## src/rtl/tsn_tx_pkg.sv

```systemverilog
// Shared definitions for the RGMII transmit scheduler: line-state encoding,
// fixed line nibbles and frame-source identifiers.
package tsn_tx_pkg;

    typedef enum logic [2:0] {
        ST_IDLE,
        ST_PRE,
        ST_SFD,
        ST_DLO,
        ST_DHI,
        ST_IFG
    } tx_state_t;

    localparam logic [3:0] PRE_NIB = 4'h5;
    localparam logic [3:0] SFD_NIB = 4'hD;

    localparam logic SRC_PTP = 1'b0;
    localparam logic SRC_BE  = 1'b1;

endpackage

```

## src/rtl/rgmii_tx_arb.sv

```systemverilog
// Two-way strict-priority arbiter; the grant is held until the frame
// owner's release and never changes while held.
module rgmii_tx_arb
    import tsn_tx_pkg::*;
(
    input  logic       rgmii_txclk,
    input  logic       rst,
    input  logic [1:0] req,
    input  logic       arb_en,
    input  logic       rel,
    output logic       win,
    output logic [1:0] gnt
);

    always_comb begin
        win = arb_en & (|req);
    end

    always_ff @(posedge rgmii_txclk) begin
        if (rst || rel) begin
            gnt <= 2'b00;
        end else if (win && (gnt == 2'b00)) begin
            gnt <= req[SRC_PTP] ? 2'b01 : 2'b10;
        end
    end

endmodule

```

## src/rtl/rgmii_tx_sched.sv

```systemverilog
// RGMII transmit scheduler: arbitrates two frame sources and produces the
// nibble line sequence IFG, preamble, SFD, payload (low nibble first).
module rgmii_tx_sched
    import tsn_tx_pkg::*;
#(
    parameter int IFG_BYTES = 12,
    parameter int PRE_BYTES = 7
) (
    input  logic        rgmii_txclk,
    input  logic        rst,
    input  logic [1:0]  req,
    output logic [1:0]  gnt,
    input  logic [15:0] src_data,
    input  logic [1:0]  src_valid,
    input  logic [1:0]  src_last,
    output logic [1:0]  src_ready,
    output logic        rgmii_txctrl,
    output logic [3:0]  rgmii_txdata,
    output logic        sfd_pulse,
    output logic        sfd_src,
    output logic        underrun,
    output logic [15:0] frame_cnt
);

    localparam int IFG_CYC = 2 * IFG_BYTES;
    localparam int PRE_CYC = 2 * PRE_BYTES + 1;
    localparam int CNT_MAX = (IFG_CYC > PRE_CYC) ? IFG_CYC : PRE_CYC;
    localparam int CNT_W   = $clog2(CNT_MAX + 1);
    localparam logic [CNT_W-1:0] IFG_LD  = CNT_W'(IFG_CYC);
    localparam logic [CNT_W-1:0] PRE_LD  = CNT_W'(PRE_CYC);
    localparam logic [CNT_W-1:0] CNT_ONE = CNT_W'(1);

    tx_state_t        state_q, state_n;
    logic [CNT_W-1:0] cnt_q, cnt_n;
    logic [7:0]       byte_p0;
    logic             last_p0;

    logic       sel, sel_valid, sel_last;
    logic [7:0] sel_data;
    logic       ready_en, accept, abort, done, arb_en, win;

    rgmii_tx_arb u_arb (
        .rgmii_txclk (rgmii_txclk),
        .rst         (rst),
        .req         (req),
        .arb_en      (arb_en),
        .rel         (done | abort),
        .win         (win),
        .gnt         (gnt)
    );

    // Only the granted lane is looked at; the other source is ignored.
    always_comb begin
        sel       = gnt[SRC_BE];
        sel_data  = sel ? src_data[15:8] : src_data[7:0];
        sel_valid = src_valid[sel];
        sel_last  = src_last[sel];
    end

    always_comb begin
        state_n  = state_q;
        cnt_n    = cnt_q;
        ready_en = 1'b0;
        accept   = 1'b0;
        abort    = 1'b0;
        done     = 1'b0;
        arb_en   = 1'b0;
        case (state_q)
            ST_IFG: begin
                if (cnt_q == CNT_ONE) begin
                    arb_en = 1'b1;
                    if (win) begin
                        state_n = ST_PRE;
                        cnt_n   = PRE_LD;
                    end else begin
                        state_n = ST_IDLE;
                    end
                end else begin
                    cnt_n = cnt_q - CNT_ONE;
                end
            end
            ST_IDLE: begin
                arb_en = 1'b1;
                if (win) begin
                    state_n = ST_PRE;
                    cnt_n   = PRE_LD;
                end
            end
            ST_PRE: begin
                if (cnt_q == CNT_ONE) state_n = ST_SFD;
                else                  cnt_n   = cnt_q - CNT_ONE;
            end
            ST_SFD: begin
                ready_en = 1'b1;
                accept   = sel_valid;
                abort    = ~sel_valid;
            end
            ST_DLO: begin
                state_n = ST_DHI;
            end
            ST_DHI: begin
                if (last_p0) begin
                    done = 1'b1;
                end else begin
                    ready_en = 1'b1;
                    accept   = sel_valid;
                    abort    = ~sel_valid;
                end
            end
            default: begin
                state_n = ST_IFG;
                cnt_n   = IFG_LD;
            end
        endcase
        if (accept) begin
            state_n = ST_DLO;
        end
        // Frame end and underrun both restart the full gap.
        if (done || abort) begin
            state_n = ST_IFG;
            cnt_n   = IFG_LD;
        end
    end

    always_comb begin
        src_ready = ready_en ? gnt : 2'b00;
    end

    // Accepted byte is held for its two line nibbles.
    always_ff @(posedge rgmii_txclk) begin
        if (accept) begin
            byte_p0 <= sel_data;
        end
    end

    always_ff @(posedge rgmii_txclk) begin
        if (rst) begin
            state_q      <= ST_IFG;
            cnt_q        <= IFG_LD;
            last_p0      <= 1'b0;
            rgmii_txctrl <= 1'b0;
            rgmii_txdata <= 4'h0;
            sfd_pulse    <= 1'b0;
            sfd_src      <= 1'b0;
            underrun     <= 1'b0;
            frame_cnt    <= 16'h0000;
        end else begin
            state_q      <= state_n;
            cnt_q        <= cnt_n;
            underrun     <= abort;
            sfd_pulse    <= (state_n == ST_SFD);
            rgmii_txctrl <= (state_n == ST_PRE) || (state_n == ST_SFD) ||
                            (state_n == ST_DLO) || (state_n == ST_DHI);
            if (accept) begin
                last_p0 <= sel_last;
            end
            if (state_n == ST_SFD) begin
                sfd_src <= sel;
            end
            if (done) begin
                frame_cnt <= frame_cnt + 16'd1;
            end
            case (state_n)
                ST_PRE:  rgmii_txdata <= PRE_NIB;
                ST_SFD:  rgmii_txdata <= SFD_NIB;
                ST_DLO:  rgmii_txdata <= sel_data[3:0];
                ST_DHI:  rgmii_txdata <= byte_p0[7:4];
                default: rgmii_txdata <= 4'h0;
            endcase
        end
    end

endmodule

```

## config.mk

```make
export PLATFORM = sky130hd
export DESIGN_NAME = rgmii_tx_sched
export DESIGN_NICKNAME = d
export VERILOG_FILES = /design/src/rtl/tsn_tx_pkg.sv /design/src/rtl/rgmii_tx_arb.sv /design/src/rtl/rgmii_tx_sched.sv
export SDC_FILE = /design/constraint.sdc
export NUM_CORES = 1
export LEC_CHECK = 0
export BUFFER_PORTS_ARGS = -buffer_cell sky130_fd_sc_hd__clkbuf_2
export CORE_AREA = 2 2 74 59
export DETAILED_ROUTE_END_ITERATION = 16
export DIE_AREA = 0 0 76 61
export GPL_ROUTABILITY_DRIVEN = 0
export GPL_TIMING_DRIVEN = 0
export PLACE_DENSITY = 0.8
export SLEW_MARGIN = 20
export SYNTH_ARGS = -nofsm -noshare
export SYNTH_HDL_FRONTEND = slang
export SYNTH_SLANG_ARGS = --single-unit
```

## constraint.sdc

```tcl
create_clock -name rgmii_txclk -period 3.8 [get_ports rgmii_txclk]
set_clock_uncertainty 0.2 [all_clocks]
set_input_delay 0.57 -clock rgmii_txclk [delete_from_list [all_inputs] [get_ports rgmii_txclk]]
set_output_delay 0.57 -clock rgmii_txclk [all_outputs]
set_load 0.03 [all_outputs]
```

## Word level (Yosys, flattened, before mapping)

Index checks and enable logic that the tools add are counted.
W data, S select, Z words.

- Register bits after elaboration: 43
- Output and inout bits: 28

- $add $sub $neg: 2
- Order comparisons: 1
- Equality and inequality tests: 11
- Muxes and demuxes: 29
- Bitwise logic cells: 4
- Reduce and logical (&&, ||, !) cells: 13

Operator list:

| kind | count |
|---|---|
| $pmux W5 S4 | 1 |
| $add A16 B1 Y16 const B | 1 |
| $pmux W4 S4 | 1 |
| $mux W3 | 5 |
| $mux W5 | 3 |
| $pmux W3 S5 | 1 |
| $eq A3 B2 Y1 const B | 4 |
| $mux W1 | 11 |
| $eq A3 B3 Y1 const B | 3 |
| $mux W8 | 1 |
| $pmux W1 S2 | 4 |
| $eq A3 B1 Y1 const B | 2 |
| $reduce_or A2 Y1 | 3 |
| $eq A5 B1 Y1 const B | 1 |
| $logic_or A1 B1 Y1 | 5 |
| $sub A5 B1 Y5 const B | 1 |
| $mux W2 | 2 |
| $logic_not A3 Y1 | 1 |
| $reduce_or A3 Y1 | 1 |
| $logic_not A2 Y1 | 1 |
| $lt A1 B2 Y1 const B | 1 |
| $ne A2 B2 Y1 const B | 1 |
| $not A1 Y1 | 2 |
| $reduce_and A2 Y1 | 1 |
| 3 further kinds | 3 |

## Depth between registers and ports, before layout

- Word-level depth: 13
- Mapped depth: 7

## By module

Synthesis repeated with hierarchy kept, for this count alone.

- Cells, all modules: 232
- Area, all modules: 2009.4 µm²

By module, submodules not included:

| module | times used | cells each | area each (µm²) | sequential area each (µm²) |
|---|---|---|---|---|
| rgmii_tx_sched | 1 | 224 | 1924.3 | 780.7 |
| rgmii_tx_arb | 1 | 8 | 85.1 | 40.0 |

## Least setup slack after synthesis

No wires, ideal clock.

- Path kind: register -> output
- From: register u_arb.gnt[1]
- To: output src_ready[1]
- Data arrival time: 1599 ps
- Path slack: 1431 ps
- Cell stages (with the launch flop): 5
- Buffers on the path: 2
- Path through: dfxtp_1 clkbuf_1 clkbuf_1 inv_1 nor2_1

- Word-level cells in the longest chain between the ends: 1

RTL lines:

| what | RTL line | text |
|---|---|---|
| start, declared | rgmii_tx_arb.sv:12 | `output logic [1:0] gnt` |
| start signal, assigned | rgmii_tx_arb.sv:23 | `gnt <= req[SRC_PTP] ? 2'b01 : 2'b10;` |
| $mux W2 | rgmii_tx_sched.sv:126 | `src_ready = ready_en ? gnt : 2'b00;` |
| end, declared | rgmii_tx_sched.sv:16 | `output logic [1:0] src_ready,` |

No other way between the ends.

## Worst setup path in the final report

- From: register state_q[2]
- To: output src_ready[1]

- Word-level cells in the longest chain between the ends: 3

RTL lines:

| what | RTL line | text |
|---|---|---|
| start, declared | rgmii_tx_sched.sv:33 | `tx_state_t state_q, state_n;` |
| start signal, assigned | rgmii_tx_sched.sv:148 | `state_q <= state_n;` |
| $eq A3 B3 Y1 / $eq A3 B2 Y1 (equally long branches) | rgmii_tx_sched.sv:68 | `case (state_q)` |
| $pmux W1 S2 * | rgmii_tx_sched.sv:68 |  |
| $mux W2 * | rgmii_tx_sched.sv:126 |  |

Every way passes the cells marked *; elsewhere a longest branch is shown, timed or not.

==> metrics.txt <==
GRT Util Overall=0.218; Required @ worst endpoint=between 3000 and 4000 ps; global route total overflow=0; final hold violations=0; Placed Area=~0.0024 mm^2; worst slack, placed=about 1300 ps; initial DRC count=100; multi-input logic area=about 0.0012 mm^2; Syn Area/Cell=between 9 and 10 um^2; #FFs+latches synth=39; number of gates resized after cts=0; die height=61 um; CTS buffer count=5; full die area=about 0.0046 mm^2; IO buf count=50; Pwr Density=around 320 mW/mm^2; Crit Path Class=flop to output pin; TritonCTS clock tree=done; clock sinks=39; arrival time worst endpoint=around 1900 ps; Final Hold Slack=around 300 ps; setup bufs post-CTS=0; H-Tree Level Count=2; drt total wl=approximately 5000 um; Post-DRT Antenna Nets=0; row count=20; final setup vio count=0; number of remaining DRC errors=0; Worst-path clk slew=~70 ps; net switching power=about 180 uW; CP top delay family=simple AND/OR/NAND/NOR gates; critical path peak fanout=8; commonest cells in the netlist=35 x dfxtp_1, 21 x nor2_1, 15 x a21oi_1, 11 x nand2_1, 10 x mux2_2; Unique masters post-synth=53; RSZ-0062 raised after global routing=false; kind of path behind the tightest hold check=flop to flop; fin nets=314; switch share=0.230; post-DP HPWL=approximately 3600 um; syn_nets=257; setup TNS=0 ps; Post-synth ARST share=0; # IOs=52; layout cells sized above 1=0.264; CTS root buffer=clkbuf_8; top achievable clock speed=0.376 GHz; final instance area=0.00248 mm^2; pins over their slew limit=0; Antenna diodes=0; CP max stage delay=490 ps; average vias per placed instance=just under 6; Register Area=821 um^2; routed len/inst=14.6 um; LEAKAGE=about 0.00099 uW; Post-synth EDFFs=4; post-synth top area cell=dfxtp_1; Int Pwr=between 600 and 700 uW; most frequent cell after synthesis=dfxtp_1; crit start category=flop; Initial Util=0.534; min Tclk post-route=2660 ps; initial antenna violation count=0; Skew-Pair Late Insertion Delay=between 200 and 300 ps; sequential share of the synthesized area=0.396; Syn Inst Count=between 200 and 250; leading post-synthesis cells by cell area=dfxtp_1 34%, edfxtp_1 5.8%, mux2_2 5.4%, nor2_1 3.8%, a21oi_1 3.6%; WP buf/inv=2; Clk network pwr share=0.358; number of detailed-route iterations in the first pass=4; vias in the first global route=approximately 1700; Slew @ Worst Pin=about 860 ps; hold buffers post-CTS=0; Bufs on Longest Clock Path=2; fin worst setup slack=between 1000 and 1500 ps; core area=between 0.003 and 0.004 mm^2; Syn-to-layout area delta=19.8%; relative slew slack=0.424; max_cap viols=0; Reg power frac=0.551; Post-synth top flop=dfxtp_1; post-layout util=0.640; fin crit share=0.701; synthesized cell area=~0.0021 mm^2; status=complete, no violations; largest net degree at the start of global routing=13; Logic pwr share=0.091; crit path capture type=output pin; synth warn=0; VDD IR max=about 0.17 mV; post-synth top area share=0.338; Die X=~76 um; Layout fillers=around 310; via count=1984; crit-path cells=or3b_2 -> a21oi_1 -> inv_1 -> nor2_1 -> clkbuf_2; first-pass GRT wire length=8020 um; slowest library cell on the worst path=or3b_2
==> placed cells by master, fill, tap and decap left out, types with 3 or more instances in the layout <==
master | synthesis | routed
nand4_1 | 5 | 5
edfxtp_1 | 4 | 4
mux2i_1 | 4 | 4
nand2b_1 | 3 | 3
nand2_1 | 11 | 11
a22oi_1 | 3 | 3
clkbuf_2 | 0 | 50
ha_1 | 3 | 3
or4_1 | 9 | 9
a211oi_1 | 6 | 6
o21bai_1 | 3 | 3
and3_1 | 3 | 3
nor2_1 | 21 | 21
mux2_2 | 10 | 10
dfxtp_1 | 35 | 35
xor2_1 | 4 | 4
o21ai_0 | 5 | 5
and2_1 | 3 | 3
a21oi_1 | 15 | 15
o31ai_1 | 9 | 9
inv_1 | 8 | 8
clkbuf_1 | 9 | 10
o22ai_1 | 3 | 3
nor3_1 | 4 | 4
nand3_1 | 7 | 7
clkbuf_8 | 0 | 6
nor2b_1 | 6 | 6
==> metal layers <==
metal  share of wire  GRT usage  vias to the layer above  wire, um
li1                -          -                      973         -
met2            0.44      0.356                       82      2220
met1            0.48      0.285                      922      2390
met4          0.0096     0.0805                        0        48
met3           0.069     0.0610                        7       345
met5               0          0                        -         0
==> final timing paths <==
kind                      to  cells past startpoint     startpoint  slack [ps]
min reg2reg    frame_cnt[15]                      2  frame_cnt[15]         300
max reg2reg  rgmii_txdata[3]                      6       cnt_q[0]        1250
min            frame_cnt[15]                      2  frame_cnt[15]         300
max             src_ready[1]                      5     state_q[2]        1140
==> cells by family after synthesis <==
kind of cell,count (synthesis),synth area share
simple gates,84,0.232
compound gates,62,0.208
flops,39,0.396
buf+inv,22,0.0459
mux,14,0.0737
xor+xnor,6,0.0254
fa+ha+maj,3,0.0181
==> power by group through the flow <==
stage | Combinational, uW | Sequential, uW | Clock [uW]
floorplan | 48.7 | 441 | 0
global placement | 69.2 | 444 | 0
detailed placement | 71.1 | 444 | 0
CTS | 71.7 | 435 | 290
global route | 80.6 | 437 | 309
finish | 71.9 | 435 | 283
==> sequential cells by signal (all words and copies together) (netlist names), 2 cells and up <==
name,flops
frame_cnt,16
rgmii_txdata,4
cnt_q,5
state_q,3
byte_p0,4
u_arb.gnt,2
==> metrics by stage <==
stage / power (uW) / cells
floorplan: 490 / 230
global placement: 513 / 335
detailed placement: 515 / 335
CTS: 796 / 343
global route: 827 / 343
finish: 790 / 343
==> worst reg2reg max path, stage by stage (launching register included) <==
cell,delay [ps]
dfxtp_1,420
ha_1,190
or4b_2,590
buf_2,180
o21ai_0,520
a21o_1,260
a211oi_1,70
==> cell type report <==
cell class                      count  share of cell area
Clock inverter                      1             0.00202
Sequential cell                    39               0.331
Multi-Input combinational cell    169               0.465
Clock buffer                        7              0.0348
Inverter                            8              0.0121
Tap cell                           55              0.0277
Buffer                             14              0.0262
Timing Repair Buffer               50               0.101
(Power assumes the default switching activity.)
